==> src/rtl/wash_pkg.sv <==
// rtl/wash_pkg.sv - shared mode encodings and panel state type for the wash panel
// Contents:
//   MODE_SPIN/MODE_SMALL/MODE_MED/MODE_LARGE - program encodings on the mode output
//   MODE_DEFAULT                             - program selected out of reset (large)
//   panel_state_t                            - panel FSM states OFF/IDLE/RUN
//   next_mode()                              - mode-cycle order with wrap-around
package wash_pkg;

    localparam logic [1:0] MODE_SPIN  = 2'b00;
    localparam logic [1:0] MODE_SMALL = 2'b01;
    localparam logic [1:0] MODE_MED   = 2'b10;
    localparam logic [1:0] MODE_LARGE = 2'b11;

    localparam logic [1:0] MODE_DEFAULT = MODE_LARGE;

    typedef enum logic [1:0] {
        OFF  = 2'd0,
        IDLE = 2'd1,
        RUN  = 2'd2
    } panel_state_t;

    // spin -> small -> medium -> large -> spin
    function automatic logic [1:0] next_mode(input logic [1:0] cur);
        return cur + 2'd1;
    endfunction

endpackage

==> src/rtl/wash_panel_btn_debounce.sv <==
// rtl/wash_panel_btn_debounce.sv - push-button synchronizer, debouncer and press pulse
// Parameter: DEB_CYCLES - cycles the synchronized input must disagree with level before level follows
// Ports:
//   clk   - system clock
//   rst   - synchronous active-high reset
//   raw   - raw button, active-high, asynchronous to clk
//   level - debounced button level
//   press - one-cycle pulse on the debounced 0->1 transition
module btn_debounce
    import wash_pkg::*;
#(
    parameter int unsigned DEB_CYCLES = 1000000
) (
    input  logic clk,
    input  logic rst,
    input  logic raw,
    output logic level,
    output logic press
);

    localparam int unsigned     CNT_W    = $clog2(DEB_CYCLES + 1);
    localparam logic [CNT_W-1:0] CNT_LAST = CNT_W'(DEB_CYCLES - 1);

    logic [1:0]       sync_q;
    logic [CNT_W-1:0] cnt;
    logic             armed;

    // The synchronizer keeps sampling through reset so that a button held
    // across reset is seen as high immediately afterwards and cannot arm.
    always_ff @(posedge clk) begin
        sync_q <= {sync_q[0], raw};
    end

    // armed: a press may only be reported after the input has been seen low
    // since the last reset, so a press in progress at reset is discarded.
    always_ff @(posedge clk) begin
        if (rst) begin
            level <= 1'b0;
            cnt   <= '0;
            press <= 1'b0;
            armed <= 1'b0;
        end else begin
            press <= 1'b0;
            if (!sync_q[1]) begin
                armed <= 1'b1;
            end
            if (sync_q[1] == level) begin
                cnt <= '0;
            end else if (cnt == CNT_LAST) begin
                cnt   <= '0;
                level <= sync_q[1];
                press <= sync_q[1] & armed;
            end else begin
                cnt <= cnt + CNT_W'(1);
            end
        end
    end

endmodule

==> src/rtl/wash_panel.sv <==
// rtl/wash_panel.sv - wash machine front panel: four debounced buttons driving an OFF/IDLE/RUN FSM
// Optional feature macro: IDLE_TIMEOUT_EN (IDLE falls back to OFF after TIMEOUT_CYCLES without a press)
// Parameters: DEB_CYCLES (debounce window), TIMEOUT_CYCLES (idle timeout window)
// Ports:
//   clk        - system clock
//   rst        - synchronous active-high reset
//   btn_power  - raw power button
//   btn_mode   - raw mode-cycle button
//   btn_start  - raw start button
//   btn_cancel - raw cancel button
//   on         - machine power level
//   mode       - selected program (00 spin, 01 small, 10 medium, 11 large)
//   m_pos      - start-run level, high for the whole run
//   busy       - high while in RUN
module wash_panel
    import wash_pkg::*;
#(
    parameter int unsigned DEB_CYCLES     = 1000000,
    parameter int unsigned TIMEOUT_CYCLES = 1000000000
) (
    input  logic       clk,
    input  logic       rst,
    input  logic       btn_power,
    input  logic       btn_mode,
    input  logic       btn_start,
    input  logic       btn_cancel,
    output logic       on,
    output logic [1:0] mode,
    output logic       m_pos,
    output logic       busy
);

    panel_state_t state;
    logic         p_power, p_mode, p_start, p_cancel;
    logic [3:0]   btn_level_unused;
    logic         any_press;
    logic         tmo_hit;

    btn_debounce #(.DEB_CYCLES(DEB_CYCLES)) u_deb_power (
        .clk(clk), .rst(rst), .raw(btn_power),  .level(btn_level_unused[0]), .press(p_power)
    );
    btn_debounce #(.DEB_CYCLES(DEB_CYCLES)) u_deb_mode (
        .clk(clk), .rst(rst), .raw(btn_mode),   .level(btn_level_unused[1]), .press(p_mode)
    );
    btn_debounce #(.DEB_CYCLES(DEB_CYCLES)) u_deb_start (
        .clk(clk), .rst(rst), .raw(btn_start),  .level(btn_level_unused[2]), .press(p_start)
    );
    btn_debounce #(.DEB_CYCLES(DEB_CYCLES)) u_deb_cancel (
        .clk(clk), .rst(rst), .raw(btn_cancel), .level(btn_level_unused[3]), .press(p_cancel)
    );

    assign any_press = p_power | p_mode | p_start | p_cancel;

`ifdef IDLE_TIMEOUT_EN
    localparam int unsigned     TMO_W    = $clog2(TIMEOUT_CYCLES + 1);
    localparam logic [TMO_W-1:0] TMO_LAST = TMO_W'(TIMEOUT_CYCLES - 1);

    logic [TMO_W-1:0] tmo_cnt;

    // Counts quiet IDLE cycles; any press, including one IDLE ignores,
    // restarts the window.
    always_ff @(posedge clk) begin
        if (rst || state != IDLE || any_press || tmo_hit) begin
            tmo_cnt <= '0;
        end else begin
            tmo_cnt <= tmo_cnt + TMO_W'(1);
        end
    end

    assign tmo_hit = (state == IDLE) && (tmo_cnt == TMO_LAST);
`else
    // Keeps the timeout parameter referenced when the feature is built out.
    localparam int unsigned TIMEOUT_UNUSED = TIMEOUT_CYCLES;

    assign tmo_hit = 1'b0;
`endif

    // Within a state the if/else order is the press priority:
    // power > cancel > start > mode; presses a state ignores fall through.
    always_ff @(posedge clk) begin
        if (rst) begin
            state <= OFF;
            on    <= 1'b0;
            mode  <= MODE_DEFAULT;
            m_pos <= 1'b0;
            busy  <= 1'b0;
        end else begin
            case (state)
                OFF: begin
                    if (p_power) begin
                        state <= IDLE;
                        on    <= 1'b1;
                    end
                end
                IDLE: begin
                    if (p_power) begin
                        state <= OFF;
                        on    <= 1'b0;
                    end else if (p_start) begin
                        state <= RUN;
                        m_pos <= 1'b1;
                        busy  <= 1'b1;
                    end else if (p_mode) begin
                        mode <= next_mode(mode);
                    end else if (tmo_hit) begin
                        state <= OFF;
                        on    <= 1'b0;
                        mode  <= MODE_DEFAULT;
                    end
                end
                RUN: begin
                    if (p_power) begin
                        state <= OFF;
                        on    <= 1'b0;
                        m_pos <= 1'b0;
                        busy  <= 1'b0;
                    end else if (p_cancel) begin
                        state <= IDLE;
                        m_pos <= 1'b0;
                        busy  <= 1'b0;
                    end
                end
                default: begin
                    state <= OFF;
                    on    <= 1'b0;
                    m_pos <= 1'b0;
                    busy  <= 1'b0;
                end
            endcase
        end
    end

endmodule

==> config.mk <==
export PLATFORM = sky130hd
export DESIGN_NAME = wash_panel
export DESIGN_NICKNAME = d
export VERILOG_FILES = /design/src/rtl/wash_pkg.sv /design/src/rtl/wash_panel_btn_debounce.sv /design/src/rtl/wash_panel.sv
export SDC_FILE = /design/constraint.sdc
export NUM_CORES = 1
export LEC_CHECK = 0
export BUFFER_PORTS_ARGS = -buffer_cell sky130_fd_sc_hd__buf_2
export CORE_MARGIN = 1
export CORE_UTILIZATION = 55
export CTS_BUF_LIST = sky130_fd_sc_hd__clkbuf_8
export CTS_CLUSTER_DIAMETER = 100
export CTS_CLUSTER_SIZE = 28
export DETAILED_ROUTE_END_ITERATION = 12
export PLACE_DENSITY = 0.76
export SYNTH_ARGS = -nofsm -noshare
export SYNTH_HDL_FRONTEND = slang
export SYNTH_SLANG_ARGS = --single-unit
==> constraint.sdc <==
create_clock -name clk -period 5 [get_ports clk]
set_input_delay 0.75 -clock clk [delete_from_list [all_inputs] [get_ports clk]]
set_output_delay 0.75 -clock clk [all_outputs]
set_load 0.03 [all_outputs]
==> results of run 1 <==
[per-stage QoR]
stage               total power, uW  area, um2  hold slack, ps  cells
finish                         1370       4860             335    639
floorplan                       919       4570             310    522
global placement                928       4700             312    623
CTS                            1380       4860             338    639
detailed placement              931       4700             314    623
global route                   1420       4860             346    639
[cells in the final DEF, fill, tap and decap left out, drive strengths merged, types with 12 or more instances in the layout]
cell   netlist  routed
nand4       23      23
xnor2       32      32
o21ai       24      24
nand2       31      31
inv         22      26
or4         18      18
nor4        12      12
a21oi       37      37
dfxtp      106     106
nor2        68      68
xor2        21      21
nand3       28      28
nor3        13      13
buf          4      12
or3         21      21
[power by group]
| group | internal [uW] | switching, uW |
|---|---|---|
| clock network | 187 | 267 |
| registers | 854 | 9.31 |
| logic | 17.6 | 29.8 |
[layer usage]
layer | track usage, % | wire (um) | vias to the layer above
met4 | 5.13 | 41 | 0
met3 | 5.77 | 285 | 4
met1 | 24.9 | 3950 | 1753
li1 | - | - | 1870
met2 | 36.5 | 4110 | 49
met5 | 0 | 0 | -
[final cells by class]
type,count,share of cell area (%)
repair buffers,12,1.34
inverters,22,1.70
flip-flops and latches,106,43.6
clock inverters,6,0.566
clock buffers,10,2.83
multi-input cells,381,47.3
well taps,102,2.62
[sequential cells by signal, summed over array words and instances (netlist names), 2 cells and up]
| name | cells |
|---|---|
| u_deb_cancel.cnt | 20 |
| u_deb_mode.cnt | 20 |
| u_deb_power.cnt | 20 |
| u_deb_start.cnt | 20 |
| mode | 2 |
| state | 2 |
| u_deb_cancel.sync_q | 2 |
| u_deb_mode.sync_q | 2 |
| u_deb_power.sync_q | 2 |
| u_deb_start.sync_q | 2 |
[how the worst min path moves through the flow]
stage | startpoint | endpoint | slack [ps]
2_1_floorplan | u_deb_cancel.sync_q[0]$_DFF_P_ | u_deb_cancel.sync_q[1]$_DFF_P_ | 310
3_3_place_gp | u_deb_power.sync_q[0]$_DFF_P_ | u_deb_power.sync_q[1]$_DFF_P_ | 310
3_5_place_dp | u_deb_cancel.sync_q[0]$_DFF_P_ | u_deb_cancel.sync_q[1]$_DFF_P_ | 310
4_1_cts | u_deb_power.sync_q[0]$_DFF_P_ | u_deb_power.sync_q[1]$_DFF_P_ | 340
5_1_grt | u_deb_power.sync_q[0]$_DFF_P_ | u_deb_power.sync_q[1]$_DFF_P_ | 350
6_report | u_deb_mode.sync_q[0]$_DFF_P_ | u_deb_mode.sync_q[1]$_DFF_P_ | 330
[cell families after synthesis]
logic type | share of synthesized area [%]
buf+inv | 3.20
xor+xnor | 10.2
simple gates | 29.2
flops | 46.4
fa+ha+maj | 2.19
compound gates | 8.87
==> summary.txt, run 1 <==
Worst setup path
  • Critical Path AT: roughly 2600 ps
  • CP startpoint: u_deb_start.cnt[7]$_SDFF_PP0_
  • Cell family with most CP delay: simple AND/OR/NAND/NOR gates
  • Cell Chain, Critical Path: or4_1 -> or4_4 -> o31ai_4 -> a21oi_1
  • CP max FO: 19
  • Reg-to-reg slack, setup: around 2600 ps
  • Setup crit end: u_deb_start.cnt[18]$_SDFF_PP0_
  • CP endpoint kind: register
  • Critical Path RT: between 5000 and 6000 ps
  • Reg2reg start: u_deb_start.cnt[7]$_SDFF_PP0_
  • Critical-path top delay cell: o31ai_4
  • Reg2reg path depth: 4
  • CP peak stage delay: 630 ps
  • Crit path buf inv count: 0
  • CP Class: reg2reg
  • Worst Setup Start Kind: register
  • Number of cells on the critical path: 4
  • R2r endpoint: u_deb_start.cnt[18]$_SDFF_PP0_

Timing
  • Setup TNS: 0 ps
  • Final Hold Vio Count: 0
  • Pins Over Slew Limit: 0
  • Post-route clock period utilization: a little under half
  • Final min period: between 2000 and 2500 ps
  • Max Fclk: between 0.4 and 0.5 GHz
  • Max_slew headroom: between 40% and 50%
  • Setup ws final: approximately 2600 ps
  • Setup Viol. Count Final: 0
  • Worst Tran Pin Value: 775 ps
  • RSZ-0062 raised after global routing: false
  • Skew final: 5.93 ps

Yosys
  • Syn Std Cell Area: 4570 um2
  • Syn_nets: 536
  • Asr flop ratio synth: 0%
  • Main flop type after synthesis: dfxtp_1
  • Cell taking the most area after synthesis: dfxtp_1
  • Top cells by area, synth: dfxtp_1 46%, xnor2_1 6.1%, nor2_1 5.6%, a21oi_1 4.1%, xor2_1 4.0%
  • Top-count cell post-synth: dfxtp_1
  • EDFF count, synth: 0
  • Synth cell types: 40
  • Synth Register Bits: between 100 and 150
  • Post-synthesis cell count: approximately 520
  • Top cell type's share of synthesized area: a little under half
  • Warnings from Yosys: 0
  • Sequential-to-total area share from yosys stat: 46.4%
  • Syn avg cell area: between 8 and 9 um2
  • Top post-synthesis cells by count: 106 x dfxtp_1, 68 x nor2_1, 37 x a21oi_1

Floorplanning
  • Die Ht: slightly above 90 um
  • I/O pin cnt: 11
  • Core area: about 8000 um2
  • Die Width: slightly above 90 um
  • Row count: 32
  • Initial core utilization: 57.9%
  • Die ar.: just under 9000 um2

Layout
  • Ant diodes: 0
  • Finished Core Util: roughly 62%
  • Area growth from synthesis to layout: 6.43%
  • Area of the multi-input gates: 2300 um2
  • Share of cells above drive strength 1: 6.33%
  • Seq. cell area: between 2000 and 2500 um2
  • Final nets: about 550
  • Fillers: 690

Clock tree
  • Num CTS Buffers: 9
  • Postcts setup bufs: 0
  • Root Buffer: clkbuf_8
  • Clk Latency, worst-skew pair: about 360 ps
  • Worst-case clock buffer depth: 2
  • H-tree depth: 3
  • CTS resizes: 0
  • CTS Sinks: between 100 and 150
  • Clock-pin slew on the worst setup and hold paths: ~90 ps
  • Cts hold-fix bufs: 0
  • CTS tree: yes

Worst hold path
  • HP Class: reg2reg
  • WHS Path Cells: 0

GRT
  • Total GRT Usage: between 20% and 30%
  • Vias in the first global route: ~3500
  • Grt total ovfl: 0
  • Largest net degree at the start of global routing: 23
  • Global-route wire length before repair: between 10000 and 15000 um
  • Initial antenna violation count: 0

Routing
  • Wirelength per Cell: approximately 13 um
  • Final WL: approximately 8400 um
  • Drt first pass iters: 5
  • ANT nets after route: 0
  • Residual DRC: 0
  • Via count: 3676
  • Initial DRC count: between 100 and 150
  • DR vias/cell: approximately 5.8

Power and ir drop
  • Maximum vdd drop: 0.144 mV
  • Pwr/cell area: 281 nW/um2
  • Leakage dissipation: 0.00154 uW

Flow run
  • Max cap viols: 0

Place
  • Placer Congestion: 0.813
  • Pre-CTS WS: 2630 ps
  • Port-buffer cells: 10
  • Final HPWL DP: around 5800 um

Status
  • Outcome: complete, no violations
(Power assumes the default switching activity.)
==> run 2: changes to the inputs <==
Clock period 5 ns to 2.3 ns, I/O delays scaled along.
==> run 2 against run 1 <==
- cell area grew 1.5%
- via count shrank 1.1%
- largest cell class unchanged
- highest routed layer unchanged
- count of clock-buffer cells in the layout is the same
- clock power grew 150%
- cell count grew 0.47%
- register-to-register slack lost 2400 ps
- sequential power grew 120%
- clock skew grew 5.5 ps
==> summary.txt, run 2 (synthesis gave the netlist of run 1 again) <==
Status
  • Outcome: complete, no violations

Place
  • Placer Congestion: 0.831 (+2.1%)
  • Final HPWL DP: 5790 um (-0.89%)
  • Port-buffer cells: 10 (unchanged)

Layout
  • Commonest non-fill, non-tap cell in the layout: dfxtp_1
  • Commonest cells after routing, fill and taps aside: 106 x dfxtp_1, 68 x nor2_1, 37 x a21oi_1
  • Finished Core Util: 62.6% (+0.95 points)
  • Area growth from synthesis to layout: 8.08%
  • Final nets: 551 (+0.92%)
  • Share of cells above drive strength 1: 7.59% (+1.3 points)
  • Ant diodes: 0 (unchanged)

Clock tree
  • Clock-pin slew on the worst setup and hold paths: 100 ps (about the same)
  • H-tree depth: 3 (unchanged)
  • CTS Sinks: 106 (unchanged)
  • Worst-case clock buffer depth: 2 (unchanged)
  • Postcts setup bufs: 0 (unchanged)
  • Root Buffer: clkbuf_8
  • CTS tree: yes
  • Clk Latency, worst-skew pair: 360 ps (about the same)
  • Cts hold-fix bufs: 0 (unchanged)
  • CTS resizes: 0 (unchanged)
  • Num CTS Buffers: 9 (unchanged)

Timing
  • Final Hold Vio Count: 0 (unchanged)
  • Max Fclk: 0.478 GHz (+14%)
  • Setup TNS: 0 ps (unchanged)
  • RSZ-0062 raised after global routing: false
  • Skew final: 11.4 ps (+5.47 ps)
  • Worst Tran Pin Value: 589 ps (-187 ps)
  • Final min period: 2090 ps (-288 ps)
  • Setup Viol. Count Final: 0 (unchanged)
  • Post-route clock period utilization: 91.0% (+43 points)
  • Max_slew headroom: 60.2% (+12 points)
  • Pins Over Slew Limit: 0 (unchanged)

GRT
  • Largest net degree at the start of global routing: 23 (unchanged)
  • Grt total ovfl: 0 (unchanged)
  • Global-route wire length before repair: 14400 um (-1.7%)
  • Initial antenna violation count: 0 (unchanged)
  • Total GRT Usage: 20.3% (-0.41 points)
  • Vias in the first global route: 3400 (-1.8%)

Flow run
  • Max cap viols: 0 (unchanged)

Floorplanning
  • Row count: 32 (unchanged)
  • Core area: 7890 um2 (unchanged)
  • Die Width: 93.2 um (unchanged)
  • Initial core utilization: 57.9% (unchanged)
  • I/O pin cnt: 11 (unchanged)
  • Die ar.: 8680 um2 (unchanged)
  • Die Ht: 93.2 um (unchanged)

Worst setup path
  • Critical Path RT: 2550 ps (-2650 ps)
  • Cell Chain, Critical Path: or4_1 -> or4_1 -> o21ai_2 -> buf_4 -> nor2_1
  • CP endpoint kind: register
  • Reg2reg path depth: 5 (+1)
  • CP max FO: 15 (-4)
  • Worst Setup Start Kind: register
  • Critical Path AT: 2350 ps (-240 ps)
  • Most used cell, CP: or4_1
  • Critical-path top delay cell: or4_1
  • CP Class: reg2reg
  • CP peak stage delay: 560 ps (-70 ps)

Power and ir drop
  • Pwr/cell area: 630 nW/um2 (+120%)
  • Seq pwr share: 60.4% (-2.8 points)
  • Cell internal pwr: 2430 uW (+130%)
  • Clock group share of total power: 36.2% (+2.9 points)
  • Sw frac: 22.0% (-0.45 points)
  • Maximum vdd drop: 0.395 mV (+170%)
  • Combinational Power Share: 3.5% (about the same)
  • Sw power: 684 uW (+120%)
  • Pwr Total: 3110 uW (+130%)
  • Leakage dissipation: 0.00157 uW (+1.8%)

Routing
  • Residual DRC: 0 (unchanged)
  • ANT nets after route: 0 (unchanged)
  • Wirelength per Cell: 12.7 um (-2.9%)
  • DR vias/cell: 5.67 (-1.5%)
  • Drt first pass iters: 5 (unchanged)
  • Initial DRC count: 127 (-14%)
  • Via count: 3637 (-1.1%)
  • Final WL: 8190 um (-2.4%)

Worst hold path
  • WHS Path Cells: 1 (+1)
  • HP Class: in2reg
run 2: worst paths after layout:
kind / from / end / slack, ps
setup / recovery: u_deb_mode.cnt[15]$_SDFF_PP0_ / u_deb_mode.cnt[12]$_SDFF_PP0_ / 210
hold / removal: btn_power / u_deb_power.sync_q[0]$_DFF_P_ / 70
setup reg to reg: u_deb_mode.cnt[15]$_SDFF_PP0_ / u_deb_mode.cnt[12]$_SDFF_PP0_ / 210
hold reg to reg: u_deb_power.sync_q[0]$_DFF_P_ / u_deb_power.sync_q[1]$_DFF_P_ / 340
run 2: per-stage QoR:
stage / instance area [um2] / worst slack, ps / std cells / hold slack, ps
floorplan: 4570 / 214 / 522 / 310
global placement: 4750 / 269 / 628 / 311
detailed placement: 4750 / 230 / 628 / 312
CTS: 4940 / 208 / 642 / 62.0
global route: 4940 / 90.8 / 642 / 51.4
finish: 4940 / 206 / 642 / 73.5
run 2: final cells by class:
cell class,count,area (um2)
clock buffers,10,138
well taps,102,128
fillers,674,2950
inverters,22,82.6
flip-flops and latches,106,2120
multi-input cells,381,2300
repair buffers,17,115
clock inverters,4,52.6
run 2: layer usage:
layer	vias up	GRT usage (%)	wire length (um)	part of all wire (%)
li1	1878	-	-	-
met1	1698	24.5	3820	47
met2	52	35.4	3970	48
met3	9	5.12	290	3.5
met4	0	6.41	108	1.3
met5	-	0	0	0
run 2: worst max-delay path: cells and delay by family, from the launching register on:
kind	cells	cell delay, ps
flip-flops	1	350
buffers and inverters	1	240
AO/OA/AOI/OAI	1	230
AND/OR/NAND/NOR	3	1170
run 2: power groups by stage:
stage / Clock [uW] / Combinational, uW / Sequential (uW)
after floorplan: 0 / 81.4 / 1920
after global placement: 0 / 104 / 1920
after detailed placement: 0 / 108 / 1920
after CTS: 1150 / 109 / 1880
after global routing: 1230 / 123 / 1880
final: 1120 / 108 / 1880
==> run 3: changes to the inputs <==
Settings changed: HOLD_SLACK_MARGIN set to 0.12.
==> run 3 against run 2 <==
- via count rose by 0.19%
- largest cell class unchanged
- count of clock-buffer cells in the layout did not move
- non-clock buffer count rose by 4
==> summary.txt, run 3 (synthesis gave the netlist of run 1 again) <==
Worst setup path
  • Reg-to-reg slack, setup: 210 ps (about the same)
  • CP endpoint kind: register
  • Critical Path AT: 2340 ps (about the same)
  • CP Class: reg2reg
  • Reg2reg start: u_deb_mode.cnt[15]$_SDFF_PP0_
  • CP max FO: 15 (unchanged)
  • CP startpoint: u_deb_mode.cnt[15]$_SDFF_PP0_
  • Reg2reg path depth: 5 (unchanged)
  • Critical Path RT: 2550 ps (about the same)
  • Worst Setup Start Kind: register

Flow run
  • Max cap viols: 0 (unchanged)

Worst hold path
  • HP Class: reg2reg
  • WHS Path Cells: 0 (-1)
  • Hold path startpoint: u_deb_power.sync_q[0]$_DFF_P_

Layout
  • Area growth from synthesis to layout: 8.95%
  • Final nets: 555 (+0.73%)
  • Finished Core Util: 63.1% (+0.51 points)
  • Ant diodes: 0 (unchanged)
  • Seq. cell area: 2120 um2 (unchanged)
  • Fillers: 670 (-0.59%)
  • Area of the multi-input gates: 2300 um2 (unchanged)
  • Share of cells above drive strength 1: 7.54% (-0.056 points)
  • Commonest non-fill, non-tap cell in the layout: dfxtp_1
  • Commonest cells after routing, fill and taps aside: 106 x dfxtp_1, 68 x nor2_1, 37 x a21oi_1

Status
  • Outcome: complete, no violations

GRT
  • Vias in the first global route: 3408 (+0.24%)
  • Grt total ovfl: 0 (unchanged)
  • Global-route wire length before repair: 14400 um (about the same)
  • Largest net degree at the start of global routing: 23 (unchanged)
  • Initial antenna violation count: 0 (unchanged)
  • Total GRT Usage: 20.4% (about the same)

Clock tree
  • Clock-pin slew on the worst setup and hold paths: 100 ps (about the same)
  • H-tree depth: 3 (unchanged)
  • Num CTS Buffers: 9 (unchanged)
  • CTS Sinks: 106 (unchanged)
  • CTS resizes: 0 (unchanged)
  • Cts hold-fix bufs: 4 (+4)
  • CTS tree: yes
  • Clk Latency, worst-skew pair: 360 ps (about the same)
  • Root Buffer: clkbuf_8
  • Worst-case clock buffer depth: 2 (unchanged)
  • Postcts setup bufs: 0 (unchanged)

Floorplanning
  • Row count: 32 (unchanged)
  • Die ar.: 8680 um2 (unchanged)
  • I/O pin cnt: 11 (unchanged)
  • Core area: 7890 um2 (unchanged)
  • Initial core utilization: 57.9% (unchanged)
  • Die Ht: 93.2 um (unchanged)
  • Die Width: 93.2 um (unchanged)

Timing
  • Final min period: 2090 ps (+0.242 ps)
  • Final Hold Vio Count: 0 (unchanged)
  • Pins Over Slew Limit: 0 (unchanged)
  • Setup TNS: 0 ps (unchanged)
  • RSZ-0062 raised after global routing: false
  • Worst hold slack: 336 ps (+262 ps)
  • Worst Tran Pin Value: 587 ps (-2.01 ps)
  • Setup Viol. Count Final: 0 (unchanged)
  • Setup ws final: 206 ps (-0.242 ps)
  • Max Fclk: 0.478 GHz (about the same)
  • Post-route clock period utilization: 91.0% (about the same)
  • Max_slew headroom: 60.4% (+0.14 points)
  • Skew final: 10.8 ps (-0.633 ps)

Routing
  • DR vias/cell: 5.64 (-0.43%)
  • Final WL: 8200 um (+0.12%)
  • Residual DRC: 0 (unchanged)
  • Wirelength per Cell: 12.7 um (-0.50%)
  • ANT nets after route: 0 (unchanged)
  • Via count: 3644 (+0.19%)
  • Drt first pass iters: 5 (unchanged)
  • Initial DRC count: 125 (-1.6%)

Place
  • Placer Congestion: 0.831 (unchanged)
  • Port-buffer cells: 10 (unchanged)
  • Final HPWL DP: 5790 um (unchanged)
  • Pre-CTS WS: 230 ps (unchanged)

Power and ir drop
  • Combinational Power Share: 3.6% (about the same)
  • Clock group share of total power: 36.0% (-0.2 points)
  • Leakage dissipation: 0.00158 uW (+1.1%)
  • Sw power: 681 uW (-0.34%)
  • Cell internal pwr: 2430 uW (+0.19%)
  • Maximum vdd drop: 0.395 mV (about the same)
  • Pwr/cell area: 625 nW/um2 (-0.73%)
  • Seq pwr share: 60.3% (about the same)
  • Sw frac: 21.9% (-0.090 points)
## run 3: changes by cell type in the layout (fill, tap and decap cells not counted)
cell           previous run  this run
dlygate4sd3_1             0         4
## run 3: per-stage QoR
step / total power [uW] / instances / instance area [um2]
floorplan: 2000 / 522 / 4570
global placement: 2020 / 628 / 4750
detailed placement: 2030 / 628 / 4750
CTS: 3140 / 646 / 4980
global route: 3240 / 646 / 4980
finish: 3110 / 646 / 4980
## run 3: worst paths after layout
check	endpoint
hold reg to reg	u_deb_power.sync_q[1]$_DFF_P_
setup / recovery	u_deb_mode.cnt[12]$_SDFF_PP0_
setup reg to reg	u_deb_mode.cnt[12]$_SDFF_PP0_
hold / removal	u_deb_power.sync_q[1]$_DFF_P_
## run 3: routing by layer
| layer | global-route usage, % | up-vias | part of all wire, % |
|---|---|---|---|
| met5 | 0 | - | 0 |
| met1 | 24.5 | 1705 | 48 |
| li1 | - | 1885 | - |
| met3 | 5.12 | 6 | 3.2 |
| met4 | 6.41 | 0 | 1.0 |
| met2 | 35.5 | 48 | 48 |
## run 3: final cells by class
cell class	instances	area share [%]
clock inverters	4	1.06
multi-input cells	381	46.2
clock buffers	10	2.76
flip-flops and latches	106	42.6
well taps	102	2.56
inverters	22	1.66
repair buffers	21	3.12
## run 3: worst max-delay path: stages (launching register included)
cell     delay (ps)
dfxtp_1         350
or4_1           540
or4_1           560
o21ai_2         230
buf_4           240
nor2_1           70
## run 3: power groups by stage
| stage | Clock (uW) | Sequential [uW] | Combinational (uW) |
|---|---|---|---|
| floorplan | 0 | 1920 | 81.4 |
| global placement | 0 | 1920 | 104 |
| detailed placement | 0 | 1920 | 108 |
| CTS | 1150 | 1880 | 114 |
| global route | 1230 | 1880 | 129 |
| finish | 1120 | 1880 | 113 |
